--- config.mk ---
export PLATFORM = sky130hd
export DESIGN_NAME = fetch_queue
export DESIGN_NICKNAME = d
export VERILOG_FILES = /design/src/rtl/fetch_queue_pkg.sv /design/src/rtl/fetch_fifo.sv /design/src/rtl/fetch_queue.sv
export SDC_FILE = /design/constraint.sdc
export NUM_CORES = 1
export LEC_CHECK = 0
export ABC_AREA = 1
export BUFFER_PORTS_ARGS = -buffer_cell sky130_fd_sc_hd__buf_2
export CAP_MARGIN = 20
export CORE_ASPECT_RATIO = 0.5
export CORE_MARGIN = 3
export CORE_UTILIZATION = 40
export CTS_CLUSTER_SIZE = 10
export DETAILED_ROUTE_END_ITERATION = 10
export PLACE_DENSITY = 0.65
export SYNTH_ARGS = -nofsm -noshare
export SYNTH_HDL_FRONTEND = slang
export SYNTH_SLANG_ARGS = --single-unit
--- constraint.sdc ---
create_clock -name clk -period 3.95 [get_ports clk]
set_clock_uncertainty 0.2 [all_clocks]
set_input_delay 0.79 -clock clk [delete_from_list [all_inputs] [get_ports clk]]
set_output_delay 0.79 -clock clk [all_outputs]
set_load 0.1 [all_outputs]
--- src/rtl/fetch_queue_pkg.sv ---
// Shared processor definitions for the fetch front end.
// XLEN, reset PC, NOP encoding, fetch FSM states and queue entry layout.
package fetch_queue_pkg;

    localparam int XLEN = 32;
    localparam logic [XLEN-1:0] RESET_PC_DEF = 32'h0000_0000;
    localparam logic [XLEN-1:0] NOP = 32'h0000_0000;
    localparam logic [XLEN-1:0] ALIGN_MASK = 32'hFFFF_FFFC;

    typedef enum logic [1:0] {
        FQ_IDLE = 2'd0,
        FQ_WAIT = 2'd1,
        FQ_DROP = 2'd2
    } fq_state_t;

    typedef struct packed {
        logic [XLEN-1:0] pc;
        logic [XLEN-1:0] instr;
    } fq_entry_t;

    function automatic logic [XLEN-1:0] word_align(
        input logic [XLEN-1:0] a
    );
        return a & ALIGN_MASK;
    endfunction

endpackage

--- src/rtl/fetch_fifo.sv ---
// Synchronous FIFO of fetched {pc, instr} entries.
// Clear wins over push/pop; DEPTH must be a power of two.
module fetch_fifo
    import fetch_queue_pkg::*;
#(
    parameter int DEPTH = 4,
    localparam int CW = $clog2(DEPTH + 1),
    localparam int AW = $clog2(DEPTH)
) (
    input  logic            clk,
    input  logic            rst,
    input  logic            clear,
    input  logic            push,
    input  logic            pop,
    input  fq_entry_t       wdata,
    output fq_entry_t       head,
    output logic [CW-1:0]   count
);

    logic [AW-1:0] wr_ptr;
    logic [AW-1:0] rd_ptr;
    fq_entry_t     mem [DEPTH];

    always_ff @(posedge clk or negedge rst) begin
        if (!rst) begin
            wr_ptr <= '0;
            rd_ptr <= '0;
            count  <= '0;
        end else if (clear) begin
            wr_ptr <= '0;
            rd_ptr <= '0;
            count  <= '0;
        end else begin
            if (push) begin
                wr_ptr <= wr_ptr + 1'b1;
            end
            if (pop) begin
                rd_ptr <= rd_ptr + 1'b1;
            end
            case ({push, pop})
                2'b10:   count <= count + 1'b1;
                2'b01:   count <= count - 1'b1;
                default: count <= count;
            endcase
        end
    end

    always_ff @(posedge clk) begin
        if (push && !clear) begin
            mem[wr_ptr] <= wdata;
        end
    end

    assign head = mem[rd_ptr];

endmodule

--- src/rtl/fetch_queue.sv ---
// Instruction fetch queue: one-outstanding request FSM, PC and FIFO.
// Optional FETCH_QUEUE_BYPASS_EN forwards an ack straight to the head.
module fetch_queue
    import fetch_queue_pkg::*;
#(
    parameter int DEPTH = 4,
    parameter logic [XLEN-1:0] RESET_PC = RESET_PC_DEF,
    localparam int CW = $clog2(DEPTH + 1)
) (
    input  logic            clk,
    input  logic            rst,
    output logic            imem_req,
    output logic [XLEN-1:0] imem_addr,
    input  logic            imem_ack,
    input  logic [XLEN-1:0] imem_rdata,
    input  logic            stall,
    input  logic            redirect,
    input  logic [XLEN-1:0] redirect_pc,
    output logic            instr_valid,
    output logic [XLEN-1:0] instr,
    output logic [XLEN-1:0] instr_pc,
    output logic [CW-1:0]   count
);

    fq_state_t       state;
    fq_state_t       state_nx;
    logic [XLEN-1:0] fetch_pc;
    logic [XLEN-1:0] req_addr;
    logic            issue;
    logic            accept;
    logic            push;
    logic            pop;
    logic            head_valid;
    fq_entry_t       head;
    fq_entry_t       wdata;

    fetch_fifo #(
        .DEPTH (DEPTH)
    ) u_fifo (
        .clk   (clk),
        .rst   (rst),
        .clear (redirect),
        .push  (push),
        .pop   (pop),
        .wdata (wdata),
        .head  (head),
        .count (count)
    );

    // Only an IDLE FSM issues, so count alone bounds the credit.
    always_comb begin
        head_valid = (count != '0);
        issue = rst && (state == FQ_IDLE) && !redirect
              && (count < CW'(DEPTH));
        imem_req  = issue || (state != FQ_IDLE);
        imem_addr = (state == FQ_IDLE) ? fetch_pc : req_addr;
        accept = imem_ack && (state == FQ_WAIT) && !redirect;
        pop    = head_valid && !stall && !redirect;
        push   = accept;
        wdata.pc    = req_addr;
        wdata.instr = imem_rdata;
        instr_valid = head_valid;
        instr    = head_valid ? head.instr : NOP;
        instr_pc = head_valid ? head.pc : '0;
`ifdef FETCH_QUEUE_BYPASS_EN
        if (accept && !head_valid) begin
            instr_valid = 1'b1;
            instr       = imem_rdata;
            instr_pc    = req_addr;
            push        = stall;
        end
`endif
    end

    always_comb begin
        state_nx = state;
        unique case (state)
            FQ_IDLE: begin
                if (issue) begin
                    state_nx = FQ_WAIT;
                end
            end
            FQ_WAIT: begin
                if (imem_ack) begin
                    state_nx = FQ_IDLE;
                end else if (redirect) begin
                    state_nx = FQ_DROP;
                end
            end
            FQ_DROP: begin
                if (imem_ack) begin
                    state_nx = FQ_IDLE;
                end
            end
            default: state_nx = FQ_IDLE;
        endcase
    end

    always_ff @(posedge clk or negedge rst) begin
        if (!rst) begin
            state    <= FQ_IDLE;
            fetch_pc <= word_align(RESET_PC);
            req_addr <= word_align(RESET_PC);
        end else begin
            state <= state_nx;
            if (issue) begin
                req_addr <= fetch_pc;
            end
            if (redirect) begin
                fetch_pc <= word_align(redirect_pc);
            end else if (accept) begin
                fetch_pc <= req_addr + XLEN'(4);
            end
        end
    end

endmodule

==> results_dict.tcl, run 1 <==
set metrics [dict create \
    drv_slew 0 \
    synth-seq-cells 329 \
    status "completed" \
    regArea_um2 9519 \
    routed_wl_um 34950 \
    grt_pass1_wl_um 54280 \
    grt_max_degree 67 \
    crit_chain "buf_4 > nor2_1 > nor2_1 > o21ai_0 > a21oi_2 > buf_12" \
    cp_common_cell "nor2_1" \
    regToRegStartpoint "state[0]$_DFFE_PN0P_" \
    ys_warn_count 0 \
    num_rows 48 \
    synth_edf_count 256 \
    ctsLongestPathBuffers 3 \
    synth_common_cells "323 x nor2_1, 256 x edfxtp_1, 201 x nand2_1" \
    max_freq_mhz 292.3 \
    vias 10180 \
    crit_required_ns 2.96 \
    area_growth_pct 26.89 \
    setup_ws_ns 0.5293 \
    max_slew_margin_pct 40.69 \
    place_ws_ns 1.108 \
    fillers 2995 \
    synth_seq_area_share_pct 67.19 \
    reg2reg_slack_ns 1.50 \
    dpl.hpwl_um 21460 \
    synth_top_cell_area_share_pct 54.29 \
    r2r_end "u_fifo.count[2]$_DFFE_PN0P_" \
    syn_area_per_cell_um2 10.28 \
    dr.pass1.iters 7 \
    multi_input_area_um2 4395 \
    ant_nets 0 \
    async_flop_share_pct 22.19 \
    finalHoldViolCount 0 \
    period_minus_slack_ns 3.421 \
    die_y_um 139.0 \
    overflow 0 \
    grtUsageTotal_pct 18.31 \
    synthTopCellsByArea "edfxtp_1 54%, dfrtp_1 13%, nor2_1 8.6%" \
    clk_pin_slew_ns 0.06 \
    clk_latency_ns 0.52 \
    cts_sinks 329 \
    post-cts-setup-buffers 0 \
    maxCapViolCount 0 \
    syn_area_um2 14160 \
    avgViaCountPerCell 5.026 \
    dieArea_um2 37830 \
    setup_viol 0 \
    first_global_vias 9742 \
    initial_core_util_pct 40.87 \
    whs_endpoint "fetch_pc[30]$_DFFE_PN0P_" \
    clock-root-buffer "clkbuf_16" \
    crit_fanout 66 \
    numCtsBuffers 38 \
    min_period_over_period_pct 86.60 \
    fp.dieW_um 272.1 \
    yosysMostFrequentCell "nor2_1" \
    hold_depth 3 \
    drc_errors 0 \
    crit_arrival_ns 2.43 \
    core_region_area_um2 34650 \
    synth.largest_area_cell "edfxtp_1" \
    critPathCaptureType "output pin" \
    worstSetupPathType "reg -> out" \
    min_path_type "in -> reg" \
    antenna_found_initial 1 \
    min_from "redirect_pc[30]" \
    cp_slowest_cell "buf_4" \
    syn_inst 1378 \
    ys_types 32 \
    ff2ff_path_depth 13 \
    rsz0062_at_grt "false" \
    detail_route.iter0.violations 719 \
    start_kind "flip-flop" \
    drive_gt1_share_pct 20.92 \
    ys.flop_type "edfxtp_1" \
    max_slew.worst_pin.slew_ns 0.8896 \
    synth_nets 1453 \
    wl_per_cell_um 17.26 \
    cts_resized 0 \
    critPathMaxStageDelay_ns 0.60 \
    cts-hold-fix-buffers 1 \
    gp_congestion 0.8403 \
    port_buffers 167 \
    fin_nets 1609 \
    htreeDepth 2 \
    ios 170 \
    tritoncts "yes" \
]
cells in the final DEF (no fill, tap or decap), drive strengths merged, types with 4 or more instances in the layout:
cell type | synthesis | routed
nand2 | 205 | 205
inv | 77 | 77
nand4 | 4 | 4
edfxtp | 256 | 256
nor2 | 336 | 336
xor2 | 6 | 6
buf | 44 | 187
o211ai | 6 | 6
nand3 | 39 | 39
ha | 5 | 5
o21ai | 198 | 198
dfrtp | 73 | 73
a21oi | 87 | 87
clkbuf | 28 | 55
worst max-delay path by stage:
stage / startpoint / to / slack (ns) / cells after the start
after CTS: u_fifo.rd_ptr[0]$_DFFE_PN0P_ / instr[5] / 0.54 / 6
after detailed placement: state[1]$_DFFE_PN0P_ / imem_addr[24] / 1.11 / 5
after global routing: u_fifo.rd_ptr[0]$_DFFE_PN0P_ / instr[5] / 0.38 / 6
after global placement: state[1]$_DFFE_PN0P_ / imem_addr[24] / 1.13 / 5
final: u_fifo.rd_ptr[0]$_DFFE_PN0P_ / instr[5] / 0.53 / 6
after floorplan: imem_ack / u_fifo.mem[0][0]$_DFFE_PP_ / -0.52 / 4
cells by family after synthesis:
group	synth area share, %
AO/OA/AOI/OAI	10.86
XOR/XNOR	0.4948
adder cells (fa/ha/maj)	0.5831
buffers and inverters	4.338
flip-flops	67.18
AND/OR/NAND/NOR	16.54
critical path, delay by kind of cell, from the launching register on:
kind            cells  cell delay (ns)
buf+inv             2             0.80
flops               1             0.42
compound gates      2             0.37
simple gates        2             0.28
through the flow:
| step | hold WS (ns) | setup TNS (ns) | cell area, um^2 | util (%) | cells |
|---|---|---|---|---|---|
| 2_1_floorplan | 0.2652 | -134.26 | 14490 | - | 1378 |
| 3_3_place_gp | 0.2783 | 0 | 16880 | 48.70 | 1968 |
| 3_5_place_dp | 0.2842 | 0 | 16880 | 48.70 | 1968 |
| 4_1_cts | 0.2648 | 0 | 17970 | 51.85 | 2024 |
| 5_1_grt | 0.2691 | 0 | 17970 | 51.85 | 2025 |
| 6_report | 0.2874 | 0 | 17970 | 51.85 | 2025 |
state kept, by name (all words and copies together), names as in the netlist:
name           cells
u_fifo.mem       256
u_fifo.wr_ptr      2
fetch_pc          32
req_addr          32
u_fifo.rd_ptr      2
state              2
u_fifo.count       3
layer usage:
layer  global-route usage, %  vias to the layer above  routed length (um)
li1                        -                     4971                   -
met1                   24.03                     4922               14750
met2                   31.73                      240               17730
met3                   2.990                       44                1772
met4                   4.904                        0                 705
met5                       0                        -                   0
layout make-up:
type / count / area share, %
clock buffer: 55 / 6.002
timing repair buffer: 188 / 11.61
sequential: 329 / 52.98
antenna: 1 / 0.01393
tap: 475 / 3.308
multi-input combinational: 900 / 24.46
inverter: 77 / 1.622
Power of run 1 is left out: the tool's default activity adds up to more than one toggle a clock period on the data nets, which glitch-free logic cannot reach.
==> run 2, diff against run 1 <==
--- a/config.mk
+++ b/config.mk
@@ -13,7 +13,7 @@
 export CORE_UTILIZATION = 40
 export CTS_CLUSTER_SIZE = 10
 export DETAILED_ROUTE_END_ITERATION = 10
-export PLACE_DENSITY = 0.65
+export PLACE_DENSITY_LB_ADDON = 0.12
 export SYNTH_ARGS = -nofsm -noshare
 export SYNTH_HDL_FRONTEND = slang
 export SYNTH_SLANG_ARGS = --single-unit
==> constraint.sdc (replaced) <==
create_clock -name clk -period 3.3 [get_ports clk]
set_clock_uncertainty 0.2 [all_clocks]
set_input_delay 0.66 -clock clk [delete_from_list [all_inputs] [get_ports clk]]
set_output_delay 0.66 -clock clk [all_outputs]
set_load 0.1 [all_outputs]
==> run 2 against run 1 <==
Net effect: core utilization is 0.083 points lower; global-route usage up 1.2 points; hold slack worse by 0.14 ns; final cell count rose by 0.40%; register-to-register slack got worse by 0.64 ns; highest routed layer unchanged.
==> results_dict.tcl, run 2 (synthesized netlist as in run 1, its figures left out) <==
set metrics [dict create \
    final_cell_mix "318 x nor2_1, 256 x edfxtp_1, 200 x nand2_1" \
    crit_required_ns 2.44 \
    die_y_um 139.0 \
    regArea_um2 9523 \
    hold_ws_ns 0.1430 \
    dpl.cell_count 1981 \
    fp.dieW_um 272.1 \
    regToRegStartpoint "u_fifo.count[0]$_DFFE_PN0P_" \
    max_slew.worst_pin.slew_ns 1.000 \
    period_minus_slack_ns 3.193 \
    num_rows 48 \
    finalNonFillerCells 2033 \
    min_path_type "in -> reg" \
    wl_met3_um 1318 \
    dpl.hpwl_um 22910 \
    setup_viol 0 \
    cts_sinks 329 \
    numCtsBuffers 38 \
    place_ws_ns 0.5316 \
    fin_area_um2 17940 \
    maxCapViolCount 0 \
    drc_errors 0 \
    final_common_cell "nor2_1" \
    avgViaCountPerCell 5.086 \
    worstSetupPathType "reg -> out" \
    ios 170 \
    tritoncts "yes" \
    dieArea_um2 37830 \
    finalHoldViolCount 0 \
    multi_input_area_um2 4761 \
    top_register "u_fifo.mem" \
    critPathCaptureType "output pin" \
    min_from "redirect_pc[31]" \
    fin_nets 1621 \
    vias 10340 \
    largest_reg_flops 256 \
    first_global_vias 10340 \
    port_buffers 167 \
    status "completed" \
    grtUsageTotal_pct 19.51 \
    grt_pass1_wl_um 57660 \
    drive_gt1_share_pct 21.82 \
    cp-startpoint "u_fifo.rd_ptr[0]$_DFFE_PN0P_" \
    max_slew_margin_pct 33.31 \
    crit_arrival_ns 2.33 \
    detail_route.iter0.violations 617 \
    start_kind "flip-flop" \
    setup_ws_ns 0.1071 \
    clk_pin_slew_ns 0.06 \
    insertedDiodeCount 0 \
    area_growth_pct 26.68 \
    wl_met1_um 17070 \
    overflow 0 \
    ctsLongestPathBuffers 3 \
    drv_slew 0 \
    topRoutingLayerUsed "met4" \
    placed_cell_area_um2 16870 \
    dr_wl_met2_um 18190 \
    gp_congestion 0.8538 \
    reg.largest.list "u_fifo.mem x256, fetch_pc x32, req_addr x32" \
    max_freq_mhz 313.2 \
    core_region_area_um2 34650 \
    min_period_over_period_pct 96.75 \
    initial_core_util_pct 40.87 \
    dr.pass1.iters 4 \
    htreeDepth 2 \
    antenna_found_initial 0 \
    clk_latency_ns 0.53 \
    routed_wl_um 37100 \
    wl_per_cell_um 18.25 \
    rsz0062_at_grt "false" \
    fillers 3079 \
    grt_max_degree 74 \
    ant_nets 0 \
    clock-root-buffer "clkbuf_16" \
    crit_fanout 38 \
]
run 2: cell types whose count changed in the layout (fill, tap and decap cells not counted), moves of 6 or more:
cell / change
a21oi_2: -48
a21oi_4: +48
buf_2: +33
buf_12: -31
o21ai_0: -29
o21ai_1: +29
buf_4: +6
run 2: path summary, 6_finish.rpt:
check                                          endpoint  slack (ns)  cells past startpoint
max in group asynchronous  u_fifo.rd_ptr[0]$_DFFE_PN0P_        1.95                      2
max reg2reg                 u_fifo.count[2]$_DFFE_PN0P_        0.86                     11
max                                        instr_pc[24]        0.11                      5
min reg2reg                    fetch_pc[15]$_DFFE_PN0P_        0.30                      2
min in group asynchronous   u_fifo.count[0]$_DFFE_PN0P_        0.18                      2
min                            fetch_pc[31]$_DFFE_PN0P_        0.14                      3
run 2: cell type report:
cell class,count,share of cell area [%]
Inverter,77,1.653
Multi-Input combinational cell,900,26.54
Timing Repair Buffer,200,9.562
Sequential cell,329,53.08
Clock inverter,2,0.1813
Tap cell,475,3.313
Clock buffer,50,5.670
run 2: critical path, cell delays in order (launching register included):
cell and delay (ns):
dfrtp_4 0.53, inv_4 0.22, buf_12 0.23, o21ai_0 0.19, a21oi_4 0.17, buf_2 0.43
run 2: per-layer routing:
layer	track usage (%)	up-vias
li1	-	4998
met1	26.68	5109
met2	33.03	190
met3	2.904	42
met4	4.622	0
met5	0	-
run 2: through the flow:
| stage | TNS (ns) | util, % |
|---|---|---|
| after floorplan | -267.53 | - |
| after global placement | 0 | 48.67 |
| after detailed placement | 0 | 48.67 |
| after CTS | 0 | 51.72 |
| after global routing | 0 | 51.77 |
| final | 0 | 51.77 |
run 2: timing repair:
item                       CTS  global route
gates resized for setup      2             7
buffers inserted             0             0
hold buffers                 0             0
setup endpoints to repair    7            33
Power of run 2 is left out for the same reason.
==> run 3, diff against run 2 <==
--- a/config.mk
+++ b/config.mk
@@ -10,10 +10,11 @@
 export CAP_MARGIN = 20
 export CORE_ASPECT_RATIO = 0.5
 export CORE_MARGIN = 3
-export CORE_UTILIZATION = 40
+export CORE_UTILIZATION = 50
 export CTS_CLUSTER_SIZE = 10
 export DETAILED_ROUTE_END_ITERATION = 10
 export PLACE_DENSITY_LB_ADDON = 0.12
+export RECOVER_POWER = 100
 export SYNTH_ARGS = -nofsm -noshare
 export SYNTH_HDL_FRONTEND = slang
 export SYNTH_SLANG_ARGS = --single-unit
==> constraint.sdc (replaced) <==
create_clock -name clk -period 3.3 [get_ports clk]
set_clock_uncertainty 0.2 [all_clocks]
set_input_delay 0.66 -clock clk [delete_from_list [all_inputs] [get_ports clk]]
set_output_delay 0.66 -clock clk [all_outputs]
set_load 0.02 [all_outputs]
==> run 3 against run 2 <==
Net effect: the flow now finishes with violations (max-capacitance violations, max-slew violations); core utilization rose by 8.2 points; routed wire length is 6.4% lower; register-to-register slack worse by 0.41 ns.
==> results_dict.tcl, run 3 (synthesized netlist as in run 1, its figures left out) <==
set metrics [dict create \
    status "finished with violations" \
    violations "max-capacitance violations, max-slew violations" \
    finalNonFillerCells 1918 \
    top_register "u_fifo.mem" \
    cts_sinks 329 \
    ant_nets 0 \
    p_per_area_nw_per_um2 816.6 \
    r2r_end "req_addr[14]$_DFFE_PN0P_" \
    intPower_w 0.008202 \
    dr.pass1.iters 5 \
    final_common_cell "nor2_1" \
    overflow 0 \
    dpl.cell_count 1867 \
    insertedDiodeCount 0 \
    grtUsageTotal_pct 22.91 \
    power_frac_seq_pct 42.4 \
    antenna_found_initial 0 \
    ctsLongestPathBuffers 3 \
    crit_fanout 33 \
    largest_reg_flops 256 \
    drive_gt1_share_pct 9.003 \
    ios 170 \
    core_region_area_um2 27120 \
    critPathCaptureType "output pin" \
    regArea_um2 9519 \
    hold_depth 2 \
    p_clk_share_pct 27.7 \
    period_minus_slack_ns 3.112 \
    reg.largest.list "u_fifo.mem x256, fetch_pc x32, req_addr x32" \
    place_ws_ns 0.5472 \
    dpl.hpwl_um 20180 \
    drv_slew 74 \
    comb_power_share_pct 29.9 \
    min_from "imem_ack" \
    drc_errors 0 \
    finalHoldViolCount 0 \
    post-cts-setup-buffers 0 \
    fillers 2383 \
    cts-hold-fix-buffers 0 \
    worstSetupPathType "reg -> out" \
    regToRegStartpoint "state[1]$_DFFE_PN0P_" \
    min_period_over_period_pct 94.30 \
    fp.dieW_um 244 \
    min_path_type "in -> reg" \
    grt_max_degree 96 \
    crit_arrival_ns 2.25 \
    max_freq_mhz 321.4 \
    start_kind "flip-flop" \
    fin_nets 1608 \
    switching_power_w 0.005080 \
    maxCapViolCount 1 \
    p_leak_nw 6.064 \
    p_sw_share_pct 38.25 \
    first_global_vias 10210 \
    tritoncts "yes" \
    max_slew.worst_pin.slew_ns 1.930 \
    setup_ws_ns 0.1882 \
    htreeDepth 2 \
    totalPowerFinal_w 0.01328 \
    crit_required_ns 2.44 \
    multi_input_area_um2 4063 \
    final_cell_mix "319 x nor2_1, 256 x edfxtp_1, 201 x nand2_1" \
    clk_latency_ns 0.52 \
    ir_worst_vdd_mv 0.4831 \
    max_slew_margin_pct -28.66 \
    whs_endpoint "state[0]$_DFFE_PN0P_" \
    setup_viol 0 \
    dieArea_um2 30500 \
    num_rows 42 \
    grt_pass1_wl_um 55250 \
    area_growth_pct 14.86 \
    clock-root-buffer "clkbuf_16" \
    vias 10330 \
    routed_wl_um 34740 \
    reg2reg_slack_ns 0.45 \
    initial_core_util_pct 52.22 \
    clk_pin_slew_ns 0.06 \
    rsz0062_at_grt "false" \
    detail_route.iter0.violations 779 \
    wl_per_cell_um 18.11 \
    gp_congestion 0.9107 \
    port_buffers 167 \
    die_y_um 125 \
    cts_resized 0 \
    numCtsBuffers 38 \
    avgViaCountPerCell 5.383 \
    ff2ff_path_depth 5 \
]
## run 3: cell count changes in the layout (fill, tap and decap cells not counted), moves of 39 or more
cell	before	now
buf_12	43	4
a21oi_1	23	87
buf_2	134	42
clkbuf_1	11	128
a21oi_4	59	0
## run 3: final cells by class
| cell class | count | share of cell area (%) |
|---|---|---|
| sequential | 329 | 58.52 |
| multi-input combinational | 900 | 24.98 |
| clock buffer | 49 | 6.231 |
| timing repair buffer | 187 | 5.415 |
| tap | 374 | 2.877 |
| inverter | 77 | 1.777 |
| clock inverter | 2 | 0.2000 |
## run 3: stage by stage
stage                     cell area [um^2]  hold WS (ns)  setup TNS, ns  util, %
after global placement               15430        0.2817              0    56.92
after CTS                            16480        0.1227              0    60.78
final                                16270        0.1512              0    59.99
after detailed placement             15430        0.2929              0    56.92
after global routing                 16270        0.1526              0    59.99
after floorplan                      14160        0.1644        -267.26        -
## run 3: worst max path at each step
| stage | start | endpoint | slack [ns] | cells after the start |
|---|---|---|---|---|
| floorplan | imem_ack | u_fifo.mem[0][0]$_DFFE_PP_ | -1.04 | 4 |
| global placement | redirect | u_fifo.count[2]$_DFFE_PN0P_ | 0.59 | 11 |
| detailed placement | redirect | u_fifo.count[2]$_DFFE_PN0P_ | 0.55 | 11 |
| CTS | u_fifo.rd_ptr[0]$_DFFE_PN0P_ | instr_pc[14] | 0.24 | 5 |
| global route | u_fifo.rd_ptr[0]$_DFFE_PN0P_ | instr_pc[29] | 0.05 | 6 |
| finish | u_fifo.rd_ptr[0]$_DFFE_PN0P_ | instr[12] | 0.19 | 6 |
## run 3: power groups by stage
| stage | clock (W) | combinational [W] | sequential, W |
|---|---|---|---|
| after global routing | 0.00394 | 0.00440 | 0.00569 |
| after global placement | 0 | 0.00409 | 0.00566 |
| after detailed placement | 0 | 0.00413 | 0.00569 |
| final | 0.00367 | 0.00398 | 0.00563 |
| after CTS | 0.00375 | 0.00416 | 0.00561 |
| after floorplan | 0 | 0.00274 | 0.00543 |
## run 3: layer usage
| metal | vias to the layer above | global-route usage, % | part of all wire (%) |
|---|---|---|---|
| met1 | 5010 | 33.37 | 45 |
| met5 | - | 0 | 0 |
| met2 | 289 | 36.00 | 46 |
| met4 | 0 | 5.614 | 1.8 |
| li1 | 4979 | - | - |
| met3 | 47 | 4.300 | 6.6 |
## run 3: worst max-delay path, stage by stage (launching register included)
cell and delay, ns:
dfrtp_4 0.52, clkbuf_4 0.46, nor2_1 0.11, nor2_1 0.10, o21ai_0 0.10, a21oi_1 0.18, clkbuf_1 0.25
Power figures use the tool's default switching activity.
